[src/rtl/cip_tx_sequencer.sv]
// CIP header sequencer: opens transmissions, numbers their segments and emits one
// 64-bit header per accepted segment (or abort) through a one-deep output register.
module cip_tx_sequencer #(
    parameter logic [31:0] TID_INIT = 32'h0000_0001,
    parameter logic [15:0] MAX_SEQ  = 16'hFFFF
) (
    input  logic        axis_aclk,
    input  logic        axis_reset,
    input  logic        start_valid,
    output logic        start_ready,
    input  logic        seg_valid,
    output logic        seg_ready,
    input  logic        seg_last,
    input  logic        seg_error,
    input  logic        abort,
    output logic        hdr_valid,
    input  logic        hdr_ready,
    output logic [63:0] cip_hdr,
    output logic        busy,
    output logic [31:0] cur_tid
);

    localparam logic [0:0] ST_IDLE   = 1'b0;
    localparam logic [0:0] ST_ACTIVE = 1'b1;

    logic [0:0]  state;
    logic [31:0] next_tid;
    logic [15:0] seq;

    logic        slot_free;
    logic        seg_fire;
    logic        abort_fire;
    logic        at_max;
    logic        hdr_last;
    logic        hdr_error;
    logic [31:0] tid_inc;

    assign start_ready = (state == ST_IDLE);
    assign busy        = (state == ST_ACTIVE);

    // The output register may be reloaded in the same cycle it is being drained.
    assign slot_free  = !hdr_valid || hdr_ready;
    assign seg_ready  = busy && slot_free && !abort;
    assign seg_fire   = seg_valid && seg_ready;
    assign abort_fire = busy && abort && slot_free;

    // Reaching MAX_SEQ always closes the transmission; a non-last segment there is an overflow.
    assign at_max    = (seq == MAX_SEQ);
    assign hdr_last  = abort_fire || seg_last || seg_error || at_max;
    assign hdr_error = abort_fire || seg_error || (at_max && !seg_last);

    assign tid_inc = next_tid + 32'd1;

    // NOTE: all state is updated with non-blocking assignments so every register
    // samples pre-edge values, independent of statement order in this block.
    always_ff @(posedge axis_aclk or posedge axis_reset) begin
        if (axis_reset) begin
            state     <= ST_IDLE;
            hdr_valid <= 1'b0;
            cip_hdr   <= 64'h0;
            cur_tid   <= 32'h0;
            next_tid  <= TID_INIT;
            seq       <= 16'h0;
        end else begin
            if (hdr_ready) begin
                hdr_valid <= 1'b0;
            end
            if (abort_fire || seg_fire) begin
                hdr_valid <= 1'b1;
                cip_hdr   <= {8'h00, seq, cur_tid, hdr_last, hdr_error, 6'h00};
            end

            case (state)
                ST_IDLE: begin
                    if (start_valid) begin
                        cur_tid  <= next_tid;
                        // Transmission ID 0 is reserved, so the wrap lands on 1.
                        next_tid <= (tid_inc == 32'h0) ? 32'h1 : tid_inc;
                        seq      <= 16'h0;
                        state    <= ST_ACTIVE;
                    end
                end
                ST_ACTIVE: begin
                    if (abort_fire) begin
                        state <= ST_IDLE;
                    end else if (seg_fire) begin
                        if (hdr_last) begin
                            state <= ST_IDLE;
                        end else begin
                            seq <= seq + 16'd1;
                        end
                    end
                end
                default: state <= ST_IDLE;
            endcase
        end
    end

endmodule

[config.mk]
export PLATFORM = sky130hd
export DESIGN_NAME = cip_tx_sequencer
export DESIGN_NICKNAME = d
export VERILOG_FILES = /design/src/rtl/cip_tx_sequencer.sv
export SDC_FILE = /design/constraint.sdc
export NUM_CORES = 1
export LEC_CHECK = 0
export CAP_MARGIN = 0
export CORE_MARGIN = 2
export CORE_UTILIZATION = 59
export CTS_BUF_LIST = sky130_fd_sc_hd__clkbuf_8
export CTS_CLUSTER_SIZE = 16
export DETAILED_ROUTE_END_ITERATION = 16
export PLACE_DENSITY_LB_ADDON = 0.12
export SLEW_MARGIN = 30
export SYNTH_ARGS = -nofsm -noshare
export SYNTH_HDL_FRONTEND = slang
export SYNTH_SLANG_ARGS = --single-unit
export TNS_END_PERCENT = 5
[constraint.sdc]
create_clock -name axis_aclk -period 11.7 [get_ports axis_aclk]
set_clock_uncertainty 0.2 [all_clocks]
set_input_delay 1.17 -clock axis_aclk [delete_from_list [all_inputs] [get_ports axis_aclk]]
set_output_delay 1.17 -clock axis_aclk [all_outputs]
set_load 0.02 [all_outputs]
==> results of run 1 <==
-- per-stage QoR --
stage / power [mW] / instances / hold slack, ns / setup WS, ns / area (µm²)
6_report: 1.29 / 891 / 0.276 / 7.78 / 7620
5_1_grt: 1.35 / 891 / 0.307 / 7.71 / 7620
4_1_cts: 1.30 / 891 / 0.281 / 7.77 / 7620
3_5_place_dp: 0.863 / 859 / 0.262 / 7.78 / 7160
3_3_place_gp: 0.853 / 859 / 0.256 / 7.79 / 7160
2_1_floorplan: 0.742 / 675 / 0.279 / 6.81 / 6260
-- tightest hold or removal path, stage by stage (launching register included) --
cell,delay (ns)
dfrtp_1,0.34
nand2_1,0.05
nand2_1,0.05
-- metal layers --
metal  vias to the layer above  global-route usage (%)  wire, µm  part of all wire [%]
met5                         -                       0         0                     0
met1                      2435                    37.2      6360                    45
met4                         0                    9.09       214                   1.5
met2                       165                    40.6      6700                    47
met3                        21                    5.71       836                   5.9
li1                       2363                       -         -                     -
-- cell type report --
| class | count | area (µm²) |
|---|---|---|
| fillers | 772 | 2650 |
| well taps | 136 | 170 |
| clock inverters | 15 | 228 |
| clock buffers | 17 | 234 |
| multi-input cells | 482 | 2680 |
| inverters | 12 | 50.0 |
| flip-flops and latches | 132 | 3300 |
| repair buffers | 97 | 961 |
-- cells by family after synthesis --
| group | synth area share, % |
|---|---|
| buffers and inverters | 4.74 |
| other | 0.0604 |
| XOR/XNOR | 6.49 |
| flip-flops | 53.2 |
| AND/OR/NAND/NOR | 26.3 |
| adder cells (fa/ha/maj) | 0.403 |
| AO/OA/AOI/OAI | 6.09 |
| multiplexers | 2.68 |
-- final timing paths --
kind | endpoint | slack (ns) | depth (start not counted)
hold reg to reg | cip_hdr[35] | 0.28 | 2
hold / removal | cip_hdr[35] | 0.28 | 2
setup / recovery | seg_ready | 7.78 | 5
setup reg to reg | next_tid[1] | 8.63 | 8
min in group asynchronous | cur_tid[27] | 1.04 | 2
max in group asynchronous | next_tid[5] | 9.10 | 3
-- registers in the layout, indices dropped and copies added, names as in the netlist --
| register | cells |
|---|---|
| hdr_valid | 1 |
| seq | 16 |
| cur_tid | 32 |
| cip_hdr | 50 |
| busy | 1 |
| next_tid | 32 |
-- layout by cell type, fill, tap and decap left out, drive strengths merged, types with 6 or more instances in the layout --
cell type      count
and4               6
clkdlybuf4s50     93
nand2            215
inv               16
nor2              31
nand3             13
nor3              17
nor4               7
o21ai             20
and3              10
mux2              13
clkbuf            17
nand4             25
a21oi             12
conb              14
or3                8
xor2              14
xnor2             32
dfrtp            131
-- power breakdown --
part           internal (mW)  total, mW  switching, mW
sequential             0.503      0.553         0.0494
clock                  0.257      0.440          0.183
combinational          0.113      0.299          0.186
total                  0.873       1.29          0.418
==> metrics.md, run 1 <==
| Metric | Value |
|---|---|
| H-tree lvl count | `4` |
| Reg-to-reg startpoint | `next_tid[0]` |
| Final RePlAce weighted congestion | `0.907` |
| Max Slew Vio Count | `0` |
| Half-perimeter wire length after placement | `9610 µm` |
| Avg Synthesized Cell Area | `9.38 µm²` |
| Crit start category | `input pin` |
| Post-synthesis sequential area ratio | `a little over half` |
| Via count | `between 4,000 and 5,000` |
| HP Start | `cip_hdr[35]` |
| Synth area leader | `dfrtp_1` |
| Critical path capture point type | `output pin` |
| Max Clk Rate | `255 MHz` |
| Die Area | `~0.011 mm²` |
| Cts hold-fix bufs | `0` |
| CP delay by family, top | `buffers and inverters` |
| CTS tree | `yes` |
| ANT nets after route | `0` |
| Fin crit period | `3.92 ns` |
| Vias/cell | `5.59` |
| Max cap viols | `0` |
| Post-cts sizing count | `0` |
| Antenna violations before repair | `0` |
| Gr ovfl total | `0` |
| Routed length per placed instance | `roughly 16 µm` |
| Crit-path cells | `clkdlybuf4s50_1 > nand2b_1 > nand2_1 > nor2_1 > clkdlybuf4s50_1` |
| Pwr dens | `roughly 170 mW/mm²` |
| Synthesized area | `0.00621 mm²` |
| Worst Setup SP | `hdr_ready` |
| Most used cell, CP | `clkdlybuf4s50_1` |
| LEAKAGE | `3.54 nW` |
| Total Nets Final | `752` |
| Crit Path Category | `input pin to output pin` |
| CTS clk-pin slew, worst paths | `0.08 ns` |
| Synth top cells by count | `nand2_1, dfrtp_1, xnor2_1` |
| Total wire length | `14,100 µm` |
| 1st-iter DRT viols | `247` |
| Critical path's largest stage delay | `0.61 ns` |
| Largest cells by area after synthesis | `dfrtp_1, nand2_1, xnor2_1, mux2_2, nand4_1` |
| Post-synthesis cell count | `about 660` |
| Die Ht | `107 µm` |
| First-pass GRT wire length | `23,700 µm` |
| Crit-path slowest cell | `clkdlybuf4s50_1` |
| Core Util, Final | `between 70% and 80%` |
| Worst EP arrival | `2.55 ns` |
| Period utilization | `33.5%` |
| Setup TNS | `0 ns` |
| Vias in the first global route | `4,853` |
| Status | `finished clean` |
| Initial Util | `60.4%` |
| Synth Warn # | `0` |
| Row count | `37` |
| Crit path max fanout | `4` |
| RSZ-0062 raised after global routing | `no` |
| #FFs+latches synth | `132` |
| Largest net degree at the start of global routing | `79` |
| IO Pins | `108` |
| Synth top area share | `52.8%` |
| Layout cell share with drive strength beyond 1 | `a little under a tenth` |
| # Post-CTS Setup Buffers | `0` |
| Final setup fails | `0` |
| DRT Pass-1 Iters | `5` |
| # diodes | `0` |
| Residual DRC | `0` |
| Async set or reset register ratio after synthesis | `between 90% and 100%` |
| Clock Sinks | `132` |
| Most common cell in the synthesized netlist | `nand2_1` |
| Core ar. | `between 0.01 and 0.015 mm²` |
| Gr usage total | `26.3%` |
| Clk buf depth | `2` |
| Port Buf Inserts | `93` |
| Dominant synthesized flop cell | `dfrtp_1` |
| Number of library cell types mapped by synthesis | `60` |
| Clk_lat worst skew | `0.42 ns` |
| Worst Hold Class | `flop to flop` |
| Final hold violations | `0` |
| Area grow syn2layout | `22.8%` |
| Slew margin rel. | `50.7%` |
| Width of the die | `107 µm` |
| Worst path required time | `just over 10 ns` |
| Post-synth EDFFs | `0` |
| VDD IR max | `0.000101 V` |
| Buffer and inverter count on the worst path | `2` |
| Worst Tran Pin Value | `0.734 ns` |
| Clk Tree Root Cell | `clkbuf_8` |
| Num CTS Buffers | `17` |
No activity file was read; power rests on OpenSTA's default activity.
==> run 2: changes to the inputs <==
--- a/config.mk
+++ b/config.mk
@@ -7,7 +7,7 @@
 export LEC_CHECK = 0
 export CAP_MARGIN = 0
 export CORE_MARGIN = 2
-export CORE_UTILIZATION = 59
+export CORE_UTILIZATION = 55
 export CTS_BUF_LIST = sky130_fd_sc_hd__clkbuf_8
 export CTS_CLUSTER_SIZE = 16
 export DETAILED_ROUTE_END_ITERATION = 16
==> constraint.sdc (replaced) <==
create_clock -name axis_aclk -period 4 [get_ports axis_aclk]
set_clock_uncertainty 0.2 [all_clocks]
set_input_delay 0.4 -clock axis_aclk [delete_from_list [all_inputs] [get_ports axis_aclk]]
set_output_delay 0.4 -clock axis_aclk [all_outputs]
set_load 0.02 [all_outputs]
==> metrics.md, run 2 (synthesis results as in run 1) <==
| Metric | Value |
|---|---|
| Vias/cell | `5.57 (was 5.59)` |
| IO Pins | `108 (unchanged)` |
| H-tree lvl count | `4 (unchanged)` |
| Status | `finished clean (unchanged)` |
| Worst path required time | `4.13 ns (was 10.33 ns)` |
| 1st-iter DRT viols | `345 (was 247)` |
| Core ar. | `0.0109 mm² (was 0.0103 mm²)` |
| Row count | `38 (was 37)` |
| Antenna violations before repair | `0 (unchanged)` |
| Leading cell type in the layout, fill and taps excluded | `nand2_1 (unchanged)` |
| Vias in the first global route | `4,713 (was 4,853)` |
| CTS tree | `yes (unchanged)` |
| Clk Tree Root Cell | `clkbuf_8 (unchanged)` |
| Period utilization | `76.4%` |
| Routed length per placed instance | `16.1 µm (was 15.8 µm)` |
| Critical path capture point type | `flop (was output pin)` |
| Gr usage total | `25.6% (was 26.3%)` |
| Die Area | `0.0122 mm² (was 0.0114 mm²)` |
| Worst Tran Pin Value | `0.695 ns (was 0.734 ns)` |
| Commonest non-fill, non-tap cells in the layout | `nand2_1, dfrtp_1, clkdlybuf4s50_1, xnor2_1, nor2_1 (unchanged)` |
| Most used cell, CP | `nand4_1 (was clkdlybuf4s50_1)` |
| Area grow syn2layout | `22.2% (was 22.8%)` |
| Crit Path Category | `flop to flop (was input pin to output pin)` |
| Final RePlAce weighted congestion | `0.862 (was 0.907)` |
| Critical path's largest stage delay | `0.64 ns (was 0.61 ns)` |
| Final setup fails | `0 (unchanged)` |
| Buffer and inverter count on the worst path | `0 (was 2)` |
| LEAKAGE | `3.52 nW (was 3.54 nW)` |
| CP delay by family, top | `simple AND/OR/NAND/NOR gates (was buffers and inverters)` |
| Reg area | `0.00330 mm² (unchanged)` |
| Gr ovfl total | `0 (unchanged)` |
| Max Clk Rate | `327 MHz` |
| First-pass GRT wire length | `23,700 µm (about the same)` |
| Via count | `4,995 (was 4,984)` |
| CTS clk-pin slew, worst paths | `0.07 ns (was 0.08 ns)` |
| Clock Sinks | `132 (unchanged)` |
| Largest registers | `cip_hdr (50), cur_tid (32), next_tid (32) (unchanged)` |
| Max FFs per register | `50 (unchanged)` |
| Fin crit period | `between 3 and 4 ns` |
| Crit-path slowest cell | `or4_4 (was clkdlybuf4s50_1)` |
| Port Buf Inserts | `93 (unchanged)` |
| Crit start category | `flop (was input pin)` |
| Initial Util | `56.8% (was 60.4%)` |
| Worst Hold Class | `input pin to asynchronous set/reset pin (was flop to flop)` |
| Fill count | `858 (was 772)` |
| Clk_lat worst skew | `0.44 ns (was 0.42 ns)` |
| Crit-path cells | `ha_1 > nand3_2 > or4_4 > o41ai_2 > nand4_1 > a211oi_2 > nand4_1 > a31o_1 (was clkdlybuf4s50_1 > nand2b_1 > nand2_1 > nor2_1 > clkdlybuf4s50_1)` |
| Multi-input logic area | `0.00268 mm² (unchanged)` |
| Setup TNS | `0 ns (unchanged)` |
| ANT nets after route | `0 (unchanged)` |
| Total wire length | `14,500 µm (was 14,100 µm)` |
| Worst EP arrival | `3.19 ns (was 2.55 ns)` |
| VDD IR max | `0.000303 V (was 0.000101 V)` |
| # diodes | `0 (unchanged)` |
| Num CTS Buffers | `17 (unchanged)` |
| Max Slew Vio Count | `0 (unchanged)` |
| Residual DRC | `0 (unchanged)` |
| Post-Layout Cell Count | `896 (was 891)` |
| Largest net degree at the start of global routing | `103 (was 79)` |
| Max cap viols | `0 (unchanged)` |
| Total Nets Final | `753 (was 752)` |
| # Post-CTS Setup Buffers | `0 (unchanged)` |
| Half-perimeter wire length after placement | `10,100 µm (was 9610 µm)` |
| Dpl cells | `864 (was 859)` |
| Layout cell share with drive strength beyond 1 | `8.86% (was 9.01%)` |
| Clk buf depth | `2 (unchanged)` |
| Most flops, register | `cip_hdr (unchanged)` |
| Slew margin rel. | `53.6% (was 50.7%)` |
| RSZ-0062 raised after global routing | `no (unchanged)` |
| DRT Pass-1 Iters | `6 (was 5)` |
| Die Ht | `110 µm (was 107 µm)` |
| Width of the die | `110 µm (was 107 µm)` |
| Final hold violations | `0 (unchanged)` |
| Crit path max fanout | `10 (was 4)` |
| Pwr dens | `476 mW/mm² (was 169 mW/mm²)` |
| Cts hold-fix bufs | `0 (unchanged)` |
| Post-cts sizing count | `0 (unchanged)` |
run 2: changes by cell type in the layout (fill, tap and decap cells not counted), sizes merged:
cell,previous run,this run
clkbuf,17,21
inv,16,13
clkinvlp,1,2
clkinv,5,6
bufinv,5,2
buf,4,5
run 2: worst paths after layout:
check	slack [ns]	startpoint	cells after the start	end
max in group asynchronous	2.46	axis_reset	3	next_tid[0]
worst min-delay path	0.20	axis_reset	2	cur_tid[17]
min in group axis_aclk	0.28	cip_hdr[39]	2	cip_hdr[39]
worst max-delay path	0.95	next_tid[0]	8	next_tid[1]
worst max register to register	0.95	next_tid[0]	8	next_tid[1]
worst min register to register	0.28	cip_hdr[39]	2	cip_hdr[39]
run 2: power breakdown:
part	internal, mW	switching, mW	total, mW
combinational	0.335	0.553	0.888
clock	0.611	0.496	1.11
sequential	1.47	0.141	1.61
run 2: through the flow:
stage                     instance area (µm²)  hold WS, ns  utilization, %  worst slack, ns  total power, mW
after floorplan                          6260        0.279               -             1.24             2.17
after global placement                   7190        0.256            65.7             1.08             2.50
after detailed placement                 7190        0.261            65.7            0.998             2.53
after CTS                                7580        0.201            69.3            0.969             3.63
after global routing                     7580        0.260            69.3            0.721             3.79
final                                    7580        0.204            69.3            0.946             3.61
run 2: layout make-up:
type | instances | share of cell area [%]
tap | 140 | 2.31
timing repair buffer | 98 | 12.9
clock inverter | 11 | 1.44
sequential | 132 | 43.6
inverter | 12 | 0.643
clock buffer | 21 | 3.81
multi-input combinational | 482 | 35.3
run 2: layer usage:
metal / global-route usage [%] / vias up / wire length (µm)
li1: - / 2371 / -
met4: 9.11 / 0 / 216
met3: 4.88 / 22 / 760
met5: 0 / - / 0
met2: 39.3 / 167 / 6770
met1: 36.5 / 2435 / 6700
run 2: worst register-to-register path, cell delays in order (launching register included):
cell and delay [ns]:
dfstp_2 0.60, ha_1 0.22, nand3_2 0.20, or4_4 0.65, o41ai_2 0.32, nand4_1 0.16
a211oi_2 0.19, nand4_1 0.16, a31o_1 0.24
==> run 3: changes to the inputs <==
--- a/config.mk
+++ b/config.mk
@@ -7,7 +7,7 @@
 export LEC_CHECK = 0
 export CAP_MARGIN = 0
 export CORE_MARGIN = 2
-export CORE_UTILIZATION = 55
+export CORE_UTILIZATION = 50
 export CTS_BUF_LIST = sky130_fd_sc_hd__clkbuf_8
 export CTS_CLUSTER_SIZE = 16
 export DETAILED_ROUTE_END_ITERATION = 16
==> constraint.sdc (replaced) <==
create_clock -name axis_aclk -period 2.5 [get_ports axis_aclk]
set_clock_uncertainty 0.2 [all_clocks]
set_input_delay 0.25 -clock axis_aclk [delete_from_list [all_inputs] [get_ports axis_aclk]]
set_output_delay 0.25 -clock axis_aclk [all_outputs]
set_load 0.02 [all_outputs]
==> metrics.md, run 3 (synthesis results as in run 1) <==
| Metric | Value |
|---|---|
| CTS tree | `yes (unchanged)` |
| Vias/cell | `5.23 (was 5.57)` |
| LEAKAGE | `3.83 nW (was 3.52 nW)` |
| Via count | `5,148 (was 4,995)` |
| RSZ-0062 raised after global routing | `yes (was no)` |
| Gr usage total | `24.1% (was 25.6%)` |
| Pre-CTS setup slack | `-0.206 ns (was 0.998 ns)` |
| Gr ovfl total | `0 (unchanged)` |
| Largest net degree at the start of global routing | `80 (was 103)` |
| Fill count | `1,019 (was 858)` |
| 1st-iter DRT viols | `317 (was 345)` |
| CP delay by family, top | `simple AND/OR/NAND/NOR gates (unchanged)` |
| Largest registers | `cip_hdr (50), cur_tid (32), next_tid (32) (unchanged)` |
| Critical path capture point type | `flop (unchanged)` |
| H-tree lvl count | `4 (unchanged)` |
| # diodes | `0 (unchanged)` |
| Pwr dens | `729 mW/mm² (was 476 mW/mm²)` |
| Period utilization | `105% (was 76.4%)` |
| Total wire length | `15,200 µm (was 14,500 µm)` |
| Commonest non-fill, non-tap cells in the layout | `nand2_1, dfrtp_1, clkdlybuf4s50_1, buf_4, xnor2_1 (was nand2_1, dfrtp_1, clkdlybuf4s50_1, xnor2_1, nor2_1)` |
| IO Pins | `108 (unchanged)` |
| Status | `finished with violations (was finished clean)` |
| Clk_lat worst skew | `0.44 ns (about the same)` |
| Final RePlAce weighted congestion | `0.865 (was 0.862)` |
| Crit start category | `flop (unchanged)` |
| Final hold violations | `0 (unchanged)` |
| Crit path max fanout | `4 (was 10)` |
| Clock Sinks | `132 (unchanged)` |
| Num CTS Buffers | `17 (unchanged)` |
| Crit Path Category | `flop to flop (unchanged)` |
| First-pass GRT wire length | `25,000 µm (was 23,700 µm)` |
| Width of the die | `115 µm (was 110 µm)` |
| Final setup fails | `2 (was 0)` |
| Worst Hold Class | `input pin to asynchronous set/reset pin (unchanged)` |
| Port Buf Inserts | `93 (unchanged)` |
| Slew margin rel. | `67.1% (was 53.6%)` |
| Most used cell, CP | `nand4_1 (unchanged)` |
| Dpl cells | `948 (was 864)` |
| Max Clk Rate | `381 MHz (was 327 MHz)` |
| Half-perimeter wire length after placement | `10,900 µm (was 10,100 µm)` |
| CTS clk-pin slew, worst paths | `0.07 ns (about the same)` |
| Core ar. | `0.0121 mm² (was 0.0109 mm²)` |
| Buffer and inverter count on the worst path | `1 (was 0)` |
| Critical path's largest stage delay | `0.56 ns (was 0.64 ns)` |
| Worst EP arrival | `2.80 ns (was 3.19 ns)` |
| Total Nets Final | `814 (was 753)` |
| Layout cell share with drive strength beyond 1 | `15.9% (was 8.86%)` |
| Die Ht | `115 µm (was 110 µm)` |
| Vias in the first global route | `4,882 (was 4,713)` |
| VDD IR max | `0.000500 V (was 0.000303 V)` |
| DRT Pass-1 Iters | `5 (was 6)` |
| Max cap viols | `0 (unchanged)` |
| Violated checks | `negative setup slack` |
| Max Slew Vio Count | `0 (unchanged)` |
| Residual DRC | `0 (unchanged)` |
| Leading cell type in the layout, fill and taps excluded | `nand2_1 (unchanged)` |
| Routed length per placed instance | `15.4 µm (was 16.1 µm)` |
| Max FFs per register | `50 (unchanged)` |
| Core Util, Final | `67.3% (was 69.3%)` |
| Crit-path slowest cell | `dfstp_2 (was or4_4)` |
| Row count | `40 (was 38)` |
| Die Area | `0.0133 mm² (was 0.0122 mm²)` |
| Antenna violations before repair | `0 (unchanged)` |
| Fin crit period | `2.63 ns (was 3.05 ns)` |
| Crit-path cells | `ha_4 > nand3_2 > or4_4 > buf_6 > or4b_1 > nand4_1 > a211oi_2 > nand4_1 > a31o_1 (was ha_1 > nand3_2 > or4_4 > o41ai_2 > nand4_1 > a211oi_2 > nand4_1 > a31o_1)` |
| Worst Tran Pin Value | `0.488 ns (was 0.695 ns)` |
| Post-Layout Cell Count | `984 (was 896)` |
| Clk buf depth | `2 (unchanged)` |
| Clk Tree Root Cell | `clkbuf_8 (unchanged)` |
| Worst path required time | `2.67 ns (was 4.13 ns)` |
| Most flops, register | `cip_hdr (unchanged)` |
| Initial Util | `51.5% (was 56.8%)` |
| Worst setup margin | `-0.128 ns (was 0.946 ns)` |
| Area grow syn2layout | `30.7% (was 22.2%)` |
| ANT nets after route | `0 (unchanged)` |
## run 3: timing repair
item                                    4_1_cts  5_1_grt
buffers inserted                              3        2
endpoints found under the setup margin        2       12
hold buffers                                  0        0
gates resized for setup                       4        4
pin swaps                                     8        3
## run 3: area by class of cell
type	instances	area [µm²]	area share, %
clock buffers	20	275	3.39
clock inverters	11	111	1.37
inverters	12	48.8	0.601
multi-input cells	482	2710	33.3
flip-flops and latches	132	3310	40.7
well taps	168	210	2.59
repair buffers	159	1460	18.0
## run 3: final timing paths
check	endpoint	depth (start not counted)	from	slack [ns]
max in group asynchronous	next_tid[0]	3	axis_reset	1.62
min in group axis_aclk	cip_hdr[12]	2	cip_hdr[12]	0.28
setup reg to reg	next_tid[1]	9	next_tid[0]	-0.13
hold reg to reg	cip_hdr[12]	2	cip_hdr[12]	0.28
hold / removal	seq[1]	3	axis_reset	0.07
setup / recovery	next_tid[1]	9	next_tid[0]	-0.13
## run 3: stage by stage
| step | power [mW] | TNS (ns) | hold WS [ns] | cell area [µm²] |
|---|---|---|---|---|
| CTS | 5.95 | -0.191 | 0.0505 | 8090 |
| global route | 6.22 | -0.486 | 0.0690 | 8120 |
| floorplan | 3.47 | -0.430 | 0.176 | 6260 |
| detailed placement | 4.18 | -0.315 | 0.262 | 7650 |
| global placement | 4.14 | -0.241 | 0.256 | 7650 |
| finish | 5.92 | -0.219 | 0.0670 | 8120 |
## run 3: worst reg2reg max path: stages, from the launching register on
cell and delay, ns:
dfstp_2 0.56, ha_4 0.13, nand3_2 0.08, or4_4 0.53, buf_6 0.14, or4b_1 0.46
nand4_1 0.13, a211oi_2 0.05, nand4_1 0.13, a31o_1 0.16
## run 3: routing by layer
layer | share of wire [%] | routed length (µm) | up-vias | track usage [%]
met5 | 0 | 0 | - | 0
met4 | 1.0 | 153 | 0 | 6.91
met3 | 4.4 | 673 | 14 | 5.49
met2 | 46 | 7000 | 147 | 36.6
met1 | 48 | 7340 | 2514 | 35.1
li1 | - | - | 2473 | -
## run 3: where the power goes
| group | switching [mW] | internal, mW | total [mW] | leakage, nW |
|---|---|---|---|---|
| Combinational | 0.952 | 0.658 | 1.61 | 1.85 |
| Clock | 0.810 | 0.946 | 1.76 | 0.203 |
| Sequential | 0.191 | 2.36 | 2.55 | 1.78 |
| Total | 1.95 | 3.96 | 5.92 | 3.83 |
